**src/rtl/coef_matvec_if.sv**
```systemverilog
// Coefficient-load, input-vector and result-row signals of coef_matvec_engine.
// The engine takes the slave view; the loader, source and sink take the master view.
interface coef_matvec_if #(
   parameter int COEF_W = 7,
   parameter int X_W    = 8,
   parameter int Y_W    = 17
) ();
   logic                  wr_en;
   logic [3:0]            w_addr;
   logic [2*COEF_W-1:0]   w_data;
   logic                  aload_done;
   logic                  reload;
   logic                  x_valid;
   logic                  x_ready;
   logic [X_W-1:0]        x_data;
   logic                  y_valid;
   logic                  y_ready;
   logic [Y_W-1:0]        y_data;
   logic [2:0]            y_row;
   logic                  vec_done;
   logic                  loaded;

   modport master (
      output wr_en, w_addr, w_data, aload_done, reload, x_valid, x_data, y_ready,
      input  x_ready, y_valid, y_data, y_row, vec_done, loaded
   );
   modport slave (
      input  wr_en, w_addr, w_data, aload_done, reload, x_valid, x_data, y_ready,
      output x_ready, y_valid, y_data, y_row, vec_done, loaded
   );
endinterface

```
**src/rtl/coef_matvec_engine.sv**
```systemverilog
// 8x4 coefficient register file filled from the loader stream, then y = A*x
// produced one row per cycle over a valid/ready output register.
module coef_matvec_engine #(
   parameter int COEF_W = 7,
   parameter int X_W    = 8,
   parameter int Y_W    = 17
) (
   input  logic          clk,
   input  logic          rst,
   coef_matvec_if.slave  bus
);
   localparam int ROWS = 8;
   localparam int COLS = 4;

   typedef enum logic [1:0] {LOAD, COLLECT, COMPUTE} state_e;

   state_e              state_q, state_d;
   logic [COEF_W-1:0]   a_q [ROWS][COLS];
   logic [X_W-1:0]      x_q [COLS];
   logic [1:0]          k_q, k_d;
   logic                full_q, full_d;
   logic [2:0]          r_q, r_d;
   logic                y_valid_q, y_valid_d;
   logic [Y_W-1:0]      y_data_q, y_data_d;
   logic [2:0]          y_row_q, y_row_d;
   logic                vec_done_q, vec_done_d;
   logic                loaded_q, loaded_d;

   logic                x_ready, x_fire, y_load, reload_ok;
   logic [Y_W-1:0]      row_sum;

   // full_q marks the one cycle between the 4th beat and COMPUTE; no beats or reload then
   always_comb begin
      x_ready   = (state_q == COLLECT) && !full_q;
      x_fire    = x_ready && bus.x_valid;
      reload_ok = x_ready && (k_q == 2'd0) && bus.reload && !bus.x_valid;
      y_load    = (state_q == COMPUTE) && (!y_valid_q || bus.y_ready);
      row_sum   = '0;
      for (int j = 0; j < COLS; j++)
         row_sum = row_sum + Y_W'(a_q[r_q][j]) * Y_W'(x_q[j]);
   end

   always_comb begin
      state_d    = state_q;
      loaded_d   = loaded_q;
      k_d        = k_q;
      full_d     = full_q;
      r_d        = r_q;
      vec_done_d = 1'b0;
      case (state_q)
         LOAD: if (bus.aload_done) begin
            state_d  = COLLECT;
            loaded_d = 1'b1;
         end
         COLLECT: begin
            if (full_q) begin
               state_d = COMPUTE;
               full_d  = 1'b0;
            end else if (reload_ok) begin
               state_d  = LOAD;
               loaded_d = 1'b0;
            end else if (x_fire) begin
               k_d = k_q + 2'd1;
               if (k_q == 2'd3) full_d = 1'b1;
            end
         end
         COMPUTE: if (y_load) begin
            r_d = r_q + 3'd1;
            if (r_q == 3'd7) begin
               state_d    = COLLECT;
               vec_done_d = 1'b1;
            end
         end
         default: state_d = LOAD;
      endcase
   end

   always_comb begin
      y_valid_d = y_valid_q;
      y_data_d  = y_data_q;
      y_row_d   = y_row_q;
      if (y_load) begin
         y_valid_d = 1'b1;
         y_data_d  = row_sum;
         y_row_d   = r_q;
      end else if (bus.y_ready) begin
         y_valid_d = 1'b0;
      end
   end

   always_ff @(posedge clk or posedge rst) begin
      if (rst) begin
         state_q    <= LOAD;
         k_q        <= '0;
         full_q     <= 1'b0;
         r_q        <= '0;
         y_valid_q  <= 1'b0;
         y_data_q   <= '0;
         y_row_q    <= '0;
         vec_done_q <= 1'b0;
         loaded_q   <= 1'b0;
      end else begin
         state_q    <= state_d;
         k_q        <= k_d;
         full_q     <= full_d;
         r_q        <= r_d;
         y_valid_q  <= y_valid_d;
         y_data_q   <= y_data_d;
         y_row_q    <= y_row_d;
         vec_done_q <= vec_done_d;
         loaded_q   <= loaded_d;
      end
   end

   // word {col,pair} carries rows 2*pair (high field) and 2*pair+1 (low field) of one column
   always_ff @(posedge clk or posedge rst) begin
      if (rst) begin
         for (int r = 0; r < ROWS; r++)
            for (int c = 0; c < COLS; c++)
               a_q[r][c] <= '0;
         for (int c = 0; c < COLS; c++)
            x_q[c] <= '0;
      end else begin
         if (state_q == LOAD && bus.wr_en) begin
            a_q[{bus.w_addr[1:0], 1'b0}][bus.w_addr[3:2]] <= bus.w_data[2*COEF_W-1:COEF_W];
            a_q[{bus.w_addr[1:0], 1'b1}][bus.w_addr[3:2]] <= bus.w_data[COEF_W-1:0];
         end
         if (x_fire) x_q[k_q] <= bus.x_data;
      end
   end

   assign bus.x_ready  = x_ready;
   assign bus.y_valid  = y_valid_q;
   assign bus.y_data   = y_data_q;
   assign bus.y_row    = y_row_q;
   assign bus.vec_done = vec_done_q;
   assign bus.loaded   = loaded_q;
endmodule

```
**src/flat_wrapper.sv**
```systemverilog
// flat-port wrapper written by rule: the top's interface ports become plain ports
module coef_matvec_engine_flat 
#(
   parameter int COEF_W = 7,
   parameter int X_W    = 8,
   parameter int Y_W    = 17
)
  (clk, rst, bus_wr_en, bus_w_addr, bus_w_data, bus_aload_done, bus_reload, bus_x_valid, bus_x_data, bus_y_ready, bus_x_ready, bus_y_valid, bus_y_data, bus_y_row, bus_vec_done, bus_loaded);
  coef_matvec_if #(.COEF_W(COEF_W), .X_W(X_W), .Y_W(Y_W)) bus_i ();
  input  logic clk;
  input  logic rst;
  input wire logic [$bits(bus_i.wr_en)-1:0] bus_wr_en;
  input wire logic [$bits(bus_i.w_addr)-1:0] bus_w_addr;
  input wire logic [$bits(bus_i.w_data)-1:0] bus_w_data;
  input wire logic [$bits(bus_i.aload_done)-1:0] bus_aload_done;
  input wire logic [$bits(bus_i.reload)-1:0] bus_reload;
  input wire logic [$bits(bus_i.x_valid)-1:0] bus_x_valid;
  input wire logic [$bits(bus_i.x_data)-1:0] bus_x_data;
  input wire logic [$bits(bus_i.y_ready)-1:0] bus_y_ready;
  output wire logic [$bits(bus_i.x_ready)-1:0] bus_x_ready;
  output wire logic [$bits(bus_i.y_valid)-1:0] bus_y_valid;
  output wire logic [$bits(bus_i.y_data)-1:0] bus_y_data;
  output wire logic [$bits(bus_i.y_row)-1:0] bus_y_row;
  output wire logic [$bits(bus_i.vec_done)-1:0] bus_vec_done;
  output wire logic [$bits(bus_i.loaded)-1:0] bus_loaded;
  assign bus_i.wr_en = bus_wr_en;
  assign bus_i.w_addr = bus_w_addr;
  assign bus_i.w_data = bus_w_data;
  assign bus_i.aload_done = bus_aload_done;
  assign bus_i.reload = bus_reload;
  assign bus_i.x_valid = bus_x_valid;
  assign bus_i.x_data = bus_x_data;
  assign bus_i.y_ready = bus_y_ready;
  assign bus_x_ready = bus_i.x_ready;
  assign bus_y_valid = bus_i.y_valid;
  assign bus_y_data = bus_i.y_data;
  assign bus_y_row = bus_i.y_row;
  assign bus_vec_done = bus_i.vec_done;
  assign bus_loaded = bus_i.loaded;
  coef_matvec_engine #(.COEF_W(COEF_W), .X_W(X_W), .Y_W(Y_W)) u_core (.clk(clk), .rst(rst), .bus(bus_i));
endmodule
```
**config.mk**
```make
export PLATFORM = sky130hd
export DESIGN_NAME = coef_matvec_engine_flat
export DESIGN_NICKNAME = d
export VERILOG_FILES = /design/src/rtl/coef_matvec_if.sv /design/src/rtl/coef_matvec_engine.sv /design/src/flat_wrapper.sv
export SDC_FILE = /design/constraint.sdc
export NUM_CORES = 1
export LEC_CHECK = 0
export ABC_CLOCK_PERIOD_IN_PS = 9500
export BUFFER_PORTS_ARGS = -buffer_cell sky130_fd_sc_hd__buf_2
export CAP_MARGIN = 20
export CORE_MARGIN = 2
export CORE_UTILIZATION = 51
export DETAILED_ROUTE_END_ITERATION = 10
export PLACE_DENSITY = 0.76
export SLEW_MARGIN = 30
export SYNTH_ARGS = -nofsm -noshare
export SYNTH_HDL_FRONTEND = slang
export SYNTH_SLANG_ARGS = --single-unit
```
**constraint.sdc**
```tcl
create_clock -name clk -period 9.5 [get_ports clk]
set_clock_uncertainty 0.1 [all_clocks]
set_input_delay 0.95 -clock clk [delete_from_list [all_inputs] [get_ports clk]]
set_output_delay 0.95 -clock clk [all_outputs]
set_load 0.02 [all_outputs]
```
==> results.yml <==
flow_run:
  cap_viol_max_count: 0
global_routing:
  grt_max_degree: 143
  grt_usage_pct: 22.91
  grt_pass1_vias: 14230
  antenna_found_initial: 1
  gr-total-overflow: 0
  grt_pass1_wl_um: 75810
detailed_routing:
  drc: 0
  vias: 13240
  routed_wirelength_um: 46880
  wire_per_inst_um: 19.70
  drt_pass1_iterations: 5
  drt_iter0_drc: 630
  ant_nets: 0
  routed_via_density: 5.563
timing:
  slew_headroom_pct: 43.64
  finalHoldViolCount: 0
  fin_crit_sh_pct: 104.7
  finalCriticalPeriod_ns: 9.948
  worst_slew_pin_slew_ns: 0.8455
  slew_violations: 0
  setup_tns_ns: -4.254
  final.setup.worst_slack_ns: -0.4479
  rsz0062_at_grt: "yes"
  fmax_ghz: 0.1005
  finalSetupViolCount: 11
placement:
  dpl.cell_count: 2311
  post-dp-hpwl_um: 34890
  port-buffer-count: 56
  gp_congestion: 0.8872
layout:
  final_cell_mix: "dfrtp_1 (284), mux2_2 (272), inv_1 (227)"
  area_growth_pct: 14.80
  n_antenna_cell: 0
  final_cells: 2380
  utilization_pct: 59.72
  nets: 2170
  drive_gt1_share_pct: 33.96
  layout_commonest_cell: "dfrtp_1"
logic_synthesis:
  synthDistinctLibCells: 50
  synth_area_leaders: "dfrtp_1 (35%), fa_1 (17%), mux2_2 (15%), ha_1 (7.7%), mux4_2 (6.0%)"
  mappedNetlistArea_um2: 20760
  ys_ff_latch: 287
  syn_avg_cell_area_um2: 12.29
  synthCells: 1690
  async_reset_ff_share_pct: 100.0
  yosysWarnings: 0
  ys.flop_type: "dfrtp_1"
  seq_area_frac_synth_pct: 34.59
  synth_enable_flop_cells: 0
  synth_nets: 2029
  yosysTopAreaCell: "dfrtp_1"
  yosys.area.top_type_share_pct: 34.59
floorplanning:
  io_pins: 57
  die-area_um2: 42340
  die_width_um: 205.8
  core_um2: 39910
  fp.dieH_um: 205.8
  rows: 73
  initial_core_util_pct: 52.02
worst_setup_path:
  slowest_delay_ns: 0.56
  cp-start-kind: "register"
  ff2ff_path_depth: 35
  crit_start: "u_core.r_q[0]"
  r2r_start: "u_core.r_q[0]"
  crit_required_ns: 9.82
  cp.arrival_ns: 10.27
  crit_path_top_delay_cell: "dfrtp_4"
  crit_path_end_kind: "register"
  worstSetupPathType: "reg2reg"
  crit_fanout: 8
  crit_top_cell: "fa_1"
min_path:
  hold_start: "u_core.bus.y_data[3]"
  min_path_cells: 2
  hold_path.class: "reg2reg"
cts:
  cts_max_level: 1
  root_buffer: "clkbuf_16"
  postCtsHoldBufs: 0
  cts_buffer_depth: 3
  clock_latency_ns: 0.59
  clkTransAtPathRegs_ns: 0.06
  cts.sinks: 287
  cts_tree: "done"
  cts_buffers: 30
outcome:
  outcome: "complete, but fails checks"
  violations: "setup timing"
## worst max-delay path, delay by kind of cell (launching register included)
kind | cells | cell delay (ns)
buf+inv | 10 | 0.71
flops | 1 | 0.56
fa+ha+maj | 14 | 6.43
simple gates | 2 | 0.20
mux | 2 | 0.85
compound gates | 5 | 0.67
xor+xnor | 2 | 0.25
## per-stage QoR
| stage | hold WS, ns | instance area [µm²] | setup slack (ns) |
|---|---|---|---|
| after floorplan | 0.3708 | 20960 | -0.2326 |
| after global placement | 0.3576 | 22320 | -0.4894 |
| after detailed placement | 0.3647 | 22330 | -0.6162 |
| after CTS | 0.3783 | 23620 | -0.4432 |
| after global routing | 0.4062 | 23840 | -0.7910 |
| final | 0.3813 | 23840 | -0.4479 |
## synthesized netlist by cell type (27+ instances only)
| cell | count |
|---|---|
| o21ai_0 | 30 |
| nand2b_1 | 36 |
| nand2_1 | 119 |
| fa_1 | 178 |
| nor2b_1 | 99 |
| dfrtp_1 | 287 |
| nor2_1 | 27 |
| inv_1 | 236 |
| ha_1 | 128 |
| mux2_2 | 274 |
| mux4_2 | 55 |
| and2_1 | 32 |
## worst paths after layout
check,end,slack [ns]
min,u_core.bus.y_data[3],0.38
min in group asynchronous,u_core.bus.loaded,0.41
min reg2reg,u_core.bus.y_data[3],0.38
max reg2reg,u_core.bus.y_data[16],-0.45
max,u_core.bus.y_data[16],-0.45
max in group asynchronous,u_core.r_q[0],6.87
## what timing repair did
item / 4_1_cts / 5_1_grt
resized for setup: 37 / 34
pin swaps: 30 / 19
setup buffers: 7 / 7
cloned: 1 / 0
endpoints found under the setup margin: 11 / 12
## state kept, by name, indices dropped and copies added (netlist names)
| register | cells |
|---|---|
| u_core.a_q | 224 |
| u_core.bus.y_row | 3 |
| u_core.x_q | 32 |
| u_core.bus.vec_done | 1 |
| u_core.state_q | 2 |
| u_core.bus.y_data | 17 |
| u_core.r_q | 3 |
| u_core.bus.y_valid | 1 |
| u_core.k_q | 2 |
| u_core.full_q | 1 |
| u_core.bus.loaded | 1 |
## metal layers
layer	track usage, %	vias up	share of wire, %
li1	-	5909	-
met1	31.15	6994	43
met2	39.26	269	50
met3	2.946	69	4.4
met4	5.510	0	2.3
met5	0	-	0
## cell families (layout without fill, tap and decap cells)
kind of cell | after synthesis | after routing | share of synthesized area (%)
and+or+nand+nor | 336 | 336 | 8.473
xor gates and xnor gates | 26 | 26 | 1.097
adders and majority gates | 306 | 306 | 24.88
buffers and inverters | 292 | 457 | 5.803
AOI/OAI and AO/OA | 94 | 94 | 2.790
DFF | 287 | 287 | 34.59
muxes | 349 | 349 | 22.37
## area by class of cell
cell class,count,area [µm²]
clock inverters,13,171.4
fillers,3085,16080
multi-input cells,1111,12860
inverters,236,898.4
flip-flops and latches,287,7188
clock buffers,43,869.6
well taps,525,656.9
repair buffers,165,1190
Power is not shown: default switching activity piles up to over one toggle a cycle in this logic, so the estimate is an artifact.
